File: src/rtl/rcvbuf.sv
// rcvbuf: 8N1 serial receiver with a one-byte holding register and sticky overrun/framing flags
module rcvbuf #(
    parameter int CLKS_PER_BIT = 434
) (
    input  logic       clk,
    input  logic       reset,
    input  logic       read,
    output logic       ready,
    output logic [7:0] data_out,
    output logic       overrun,
    output logic       frame_err,
    input  logic       serial_in
);
    localparam logic [15:0] LP_FULL = 16'(CLKS_PER_BIT - 1);
    localparam logic [15:0] LP_HALF = 16'(CLKS_PER_BIT / 2 - 1);

    typedef enum logic [2:0] {IDLE, START, DATA, STOP, WAIT_HIGH} state_t;

    state_t      r_state, w_state_nxt;
    logic        r_sync1, r_sync2;
    logic [15:0] r_cnt, w_cnt_nxt;
    logic [2:0]  r_idx, w_idx_nxt;
    logic [7:0]  r_shift, w_shift_nxt;
    logic        r_ready, r_ovr, r_ferr;
    logic [7:0]  r_data;
    logic        w_rx, w_deliver, w_ferr_set, w_accept;

    assign w_rx      = r_sync2;
    assign w_accept  = w_deliver && (!r_ready || read);
    assign ready     = r_ready;
    assign data_out  = r_data;
    assign overrun   = r_ovr;
    assign frame_err = r_ferr;

    // two-flop synchronizer; idles high so a low line at release looks like a fresh start edge
    always_ff @(posedge clk or negedge reset) begin
        if (!reset) begin
            r_sync1 <= 1'b1;
            r_sync2 <= 1'b1;
        end else begin
            r_sync1 <= serial_in;
            r_sync2 <= r_sync1;
        end
    end

    // receiver state, baud counter, bit index and shift register
    always_ff @(posedge clk or negedge reset) begin
        if (!reset) begin
            r_state <= IDLE;
            r_cnt   <= '0;
            r_idx   <= '0;
            r_shift <= '0;
        end else begin
            r_state <= w_state_nxt;
            r_cnt   <= w_cnt_nxt;
            r_idx   <= w_idx_nxt;
            r_shift <= w_shift_nxt;
        end
    end

    // next-state logic; the counter restarts from zero on every state change
    always_comb begin
        w_state_nxt = r_state;
        w_cnt_nxt   = r_cnt + 16'd1;
        w_idx_nxt   = r_idx;
        w_shift_nxt = r_shift;
        w_deliver   = 1'b0;
        w_ferr_set  = 1'b0;
        case (r_state)
            IDLE: begin
                w_cnt_nxt = '0;
                if (!w_rx) w_state_nxt = START;
            end
            START: if (r_cnt == LP_HALF) begin
                w_cnt_nxt   = '0;
                w_idx_nxt   = '0;
                w_state_nxt = w_rx ? IDLE : DATA;
            end
            DATA: if (r_cnt == LP_FULL) begin
                w_cnt_nxt   = '0;
                w_shift_nxt = {w_rx, r_shift[7:1]};
                w_idx_nxt   = r_idx + 3'd1;
                if (r_idx == 3'd7) w_state_nxt = STOP;
            end
            STOP: if (r_cnt == LP_FULL) begin
                w_cnt_nxt   = '0;
                w_deliver   = w_rx;
                w_ferr_set  = !w_rx;
                w_state_nxt = w_rx ? IDLE : WAIT_HIGH;
            end
            WAIT_HIGH: begin
                w_cnt_nxt = '0;
                if (w_rx) w_state_nxt = IDLE;
            end
            default: begin
                w_cnt_nxt   = '0;
                w_state_nxt = IDLE;
            end
        endcase
    end

    // holding register and sticky flags; a read in the delivery cycle frees the slot for the new byte
    always_ff @(posedge clk or negedge reset) begin
        if (!reset) begin
            r_ready <= 1'b0;
            r_data  <= '0;
            r_ovr   <= 1'b0;
            r_ferr  <= 1'b0;
        end else begin
            if (w_accept) begin
                r_data  <= r_shift;
                r_ready <= 1'b1;
            end else if (read) begin
                r_ready <= 1'b0;
            end
            r_ovr  <= (w_deliver && !w_accept) ? 1'b1 : read ? 1'b0 : r_ovr;
            r_ferr <= w_ferr_set ? 1'b1 : read ? 1'b0 : r_ferr;
        end
    end
endmodule

File: config.mk
export PLATFORM = sky130hd
export DESIGN_NAME = rcvbuf
export DESIGN_NICKNAME = d
export VERILOG_FILES = /design/src/rtl/rcvbuf.sv
export SDC_FILE = /design/constraint.sdc
export NUM_CORES = 1
export LEC_CHECK = 0
export ABC_CLOCK_PERIOD_IN_PS = 4810
export CORE_ASPECT_RATIO = 0.7
export CORE_MARGIN = 2
export CORE_UTILIZATION = 61
export CTS_CLUSTER_DIAMETER = 40
export DETAILED_ROUTE_END_ITERATION = 10
export PLACE_DENSITY = 0.95
export SYNTH_ARGS = -nofsm -noshare
export SYNTH_HDL_FRONTEND = slang
export SYNTH_SLANG_ARGS = --single-unit
File: constraint.sdc
create_clock -name clk -period 4.81 [get_ports clk]
set_input_delay 0.481 -clock clk [delete_from_list [all_inputs] [get_ports clk]]
set_output_delay 0.481 -clock clk [all_outputs]
set_load 0.02 [all_outputs]
==> summary.md <==
| Metric | Value |
|---|---|
| Yosys top cell by area | dfrtp_1 |
| CP Class | reg -> reg |
| Pre-CTS setup slack | 2390 ps |
| Drt first-iter violations | 104 |
| Synthesized area | 2000 um2 |
| Reg2Reg Launch Point | r_cnt[1]$_DFF_PN0_ |
| Clock Sinks | 43 |
| Chip height | 51.9 um |
| CP startpoint kind | flip-flop |
| Async set or reset register ratio after synthesis | 1.00 |
| Count leader, synth | dfrtp_1 |
| Mean Syn Cell Area | 11.5 um2 |
| Final hold violations | 0 |
| Peak VDD IR | 319 uV |
| Top cells by area, synth | dfrtp_1, mux2_2, ha_1, nor2_1, dfstp_2 |
| Syn Inst Count | 174 |
| Fin. max-slew vios | 0 |
| Lkg Pwr | 1.01 nW |
| Global-route wire length before repair | 6.62 mm |
| Die outline width | 72.5 um |
| Wire per inst | 16.7 um |
| Worst EP arrival | 2600 ps |
| Rows | 17 |
| Core area | 3150 um2 |
| CTS tree | yes |
| Relative slew slack | 0.398 |
| Vias/cell | 6.17 |
| Pwr/cell area | 265 nW/um2 |
| Setup Fix Bufs, Post-CTS | 0 |
| Clock slew at reported path FFs | 80 ps |
| Top Ports | 15 |
| Starting Density | 0.636 |
| Number of diodes | 0 |
| EDFF count, synth | 0 |
| Fin util | 0.713 |
| Syn Nets | 183 |
| Endpoints failing setup | 0 |
| Clk root buf | clkbuf_8 |
| Fin Setup TNS | 0 ps |
| Initial antenna violation count | 0 |
| Post_cts resized | 0 |
| Cts hold-fix bufs | 0 |
| # DRC | 0 |
| Final net count | 200 |
| Min-delay worst type | in -> async |
| Fin Hold WS | 311 ps |
| Reg2reg path depth | 6 |
| CP endpoint kind | flip-flop |
| Largest net degree at the start of global routing | 44 |
| Main synth FF type | dfrtp_1 |
| GRT Residual Overflow | 0 |
| Routed Antenna Nets | 0 |
| Max-Cap Viols | 0 |
| Drt pass-1 iters | 4 |
| Vias | 1419 |
| Most frequent cells after synthesis | dfrtp_1, mux2_2, nor2_1 |
| Sequential cell area fraction in the yosys report | 0.539 |
| Clock skew | 9.26 ps |
| RSZ-0062 raised after global routing | false |
| Period minus WS final | 2420 ps |
| Crit Path Max Fanout | 8 |
| CTS Buffer Depth | 2 |
| Final wirelength | 3.84 mm |
| Synthesis Warnings | 0 |
| All-Layer GR Usage | 0.240 |
| P&R area growth vs syn | 12.2% |
| Clk_lat worst skew | 290 ps |
| CP required | 4990 ps |
| Vias in the first global route | 1439 |
| Slew @ Worst Pin | 903 ps |
| GP Congestion | 0.887 |
| Reg2reg setup slack | 2390 ps |
| Post-route setup slack | 2390 ps |
| Fraction of layout instances using a drive strength above 1 | 0.177 |
| Top-area cell type share of the netlist area | 0.513 |
| Post-synth cell types | 39 |
| Die area | 3760 um2 |
| HPWL Detailed | 2.76 mm |
| TritonCTS buffer count | 5 |
| CTS H-tree lvls | 2 |
| Buffers on Ports | 14 |
| FF+latch count, synth | 43 |
| Final Cycle Share | 0.503 |
| FF-to-FF End | data_out[3]$_DFFE_PN0P_ |
| Status | finished, final reports clean |
| FMAX | 413 MHz |
metal layers:
| layer | global-route usage | routed length, um |
|---|---|---|
| met1 | 0.310 | 1710 |
| met2 | 0.359 | 1790 |
| met3 | 0.0795 | 204 |
| met4 | 0.136 | 135 |
| met5 | 0 | 0 |
per-stage QoR:
step,area (um2),total power [mW],std cells
2_1_floorplan,2000,0.372,174
3_3_place_gp,2160,0.381,222
3_5_place_dp,2160,0.381,222
4_1_cts,2250,0.595,230
5_1_grt,2250,0.614,230
6_report,2250,0.594,230
logic make-up (layout without fill, tap and decap cells):
kind of cell / Yosys count / count (layout) / share of synthesized area
adder cells (fa/ha/maj): 5 / 5 / 0.0313
buffers and inverters: 11 / 29 / 0.0244
AND/OR/NAND/NOR: 66 / 66 / 0.194
multiplexers: 15 / 15 / 0.0844
XOR/XNOR: 12 / 12 / 0.0525
flip-flops: 43 / 43 / 0.539
AO/OA/AOI/OAI: 22 / 22 / 0.0744
critical path: stages (launching register included):
cell and delay (ps):
dfrtp_1 400, inv_1 80, ha_1 130, or4bb_1 550, nor4_1 300, nand4_1 430, mux2_2 420
cell usage in the layout (no fill, tap or decap), types with 6 or more instances in the layout:
master	count
nand2_1	7
a21oi_1	7
inv_1	7
nand3_1	10
xor2_1	6
mux2_2	15
clkdlybuf4s50_1	13
nor2_1	15
xnor2_1	6
dfrtp_1	41
report_power, final:
part	internal (mW)	total [mW]	leakage [nW]	switching (mW)
Clock	0.0994	0.220	0.0477	0.121
Combinational	0.00251	0.00995	0.385	0.00744
Sequential	0.363	0.364	0.579	0.00105
sequential cells by signal, summed over array words and instances (netlist names):
signal / flops
data_out: 8
frame_err: 1
overrun: 1
r_cnt: 16
r_idx: 3
r_shift: 8
r_state: 3
r_sync1: 1
r_sync2: 1
ready: 1
final cells by class:
cell class                 instances  area, um2
inverter                           7       26.3
sequential                        43       1080
tap                               38       47.5
fill                             199        902
clock inverter                     3       15.0
timing repair buffer              14        135
clock buffer                       5       68.8
multi-input combinational        120        875
worst max path at each step:
stage                            start                      end  slack [ps]  depth (start not counted)
finish              r_cnt[1]$_DFF_PN0_  data_out[3]$_DFFE_PN0P_        2390                          6
floorplan           r_cnt[1]$_DFF_PN0_      r_cnt[10]$_DFF_PN0_        2620                          7
global placement    r_cnt[1]$_DFF_PN0_  data_out[5]$_DFFE_PN0P_        2480                          6
global route        r_cnt[1]$_DFF_PN0_   r_state[0]$_DFFE_PN0P_        2270                          6
detailed placement  r_cnt[1]$_DFF_PN0_  data_out[5]$_DFFE_PN0P_        2390                          6
CTS                 r_cnt[1]$_DFF_PN0_  data_out[5]$_DFFE_PN0P_        2390                          6
(Power assumes the default switching activity.)
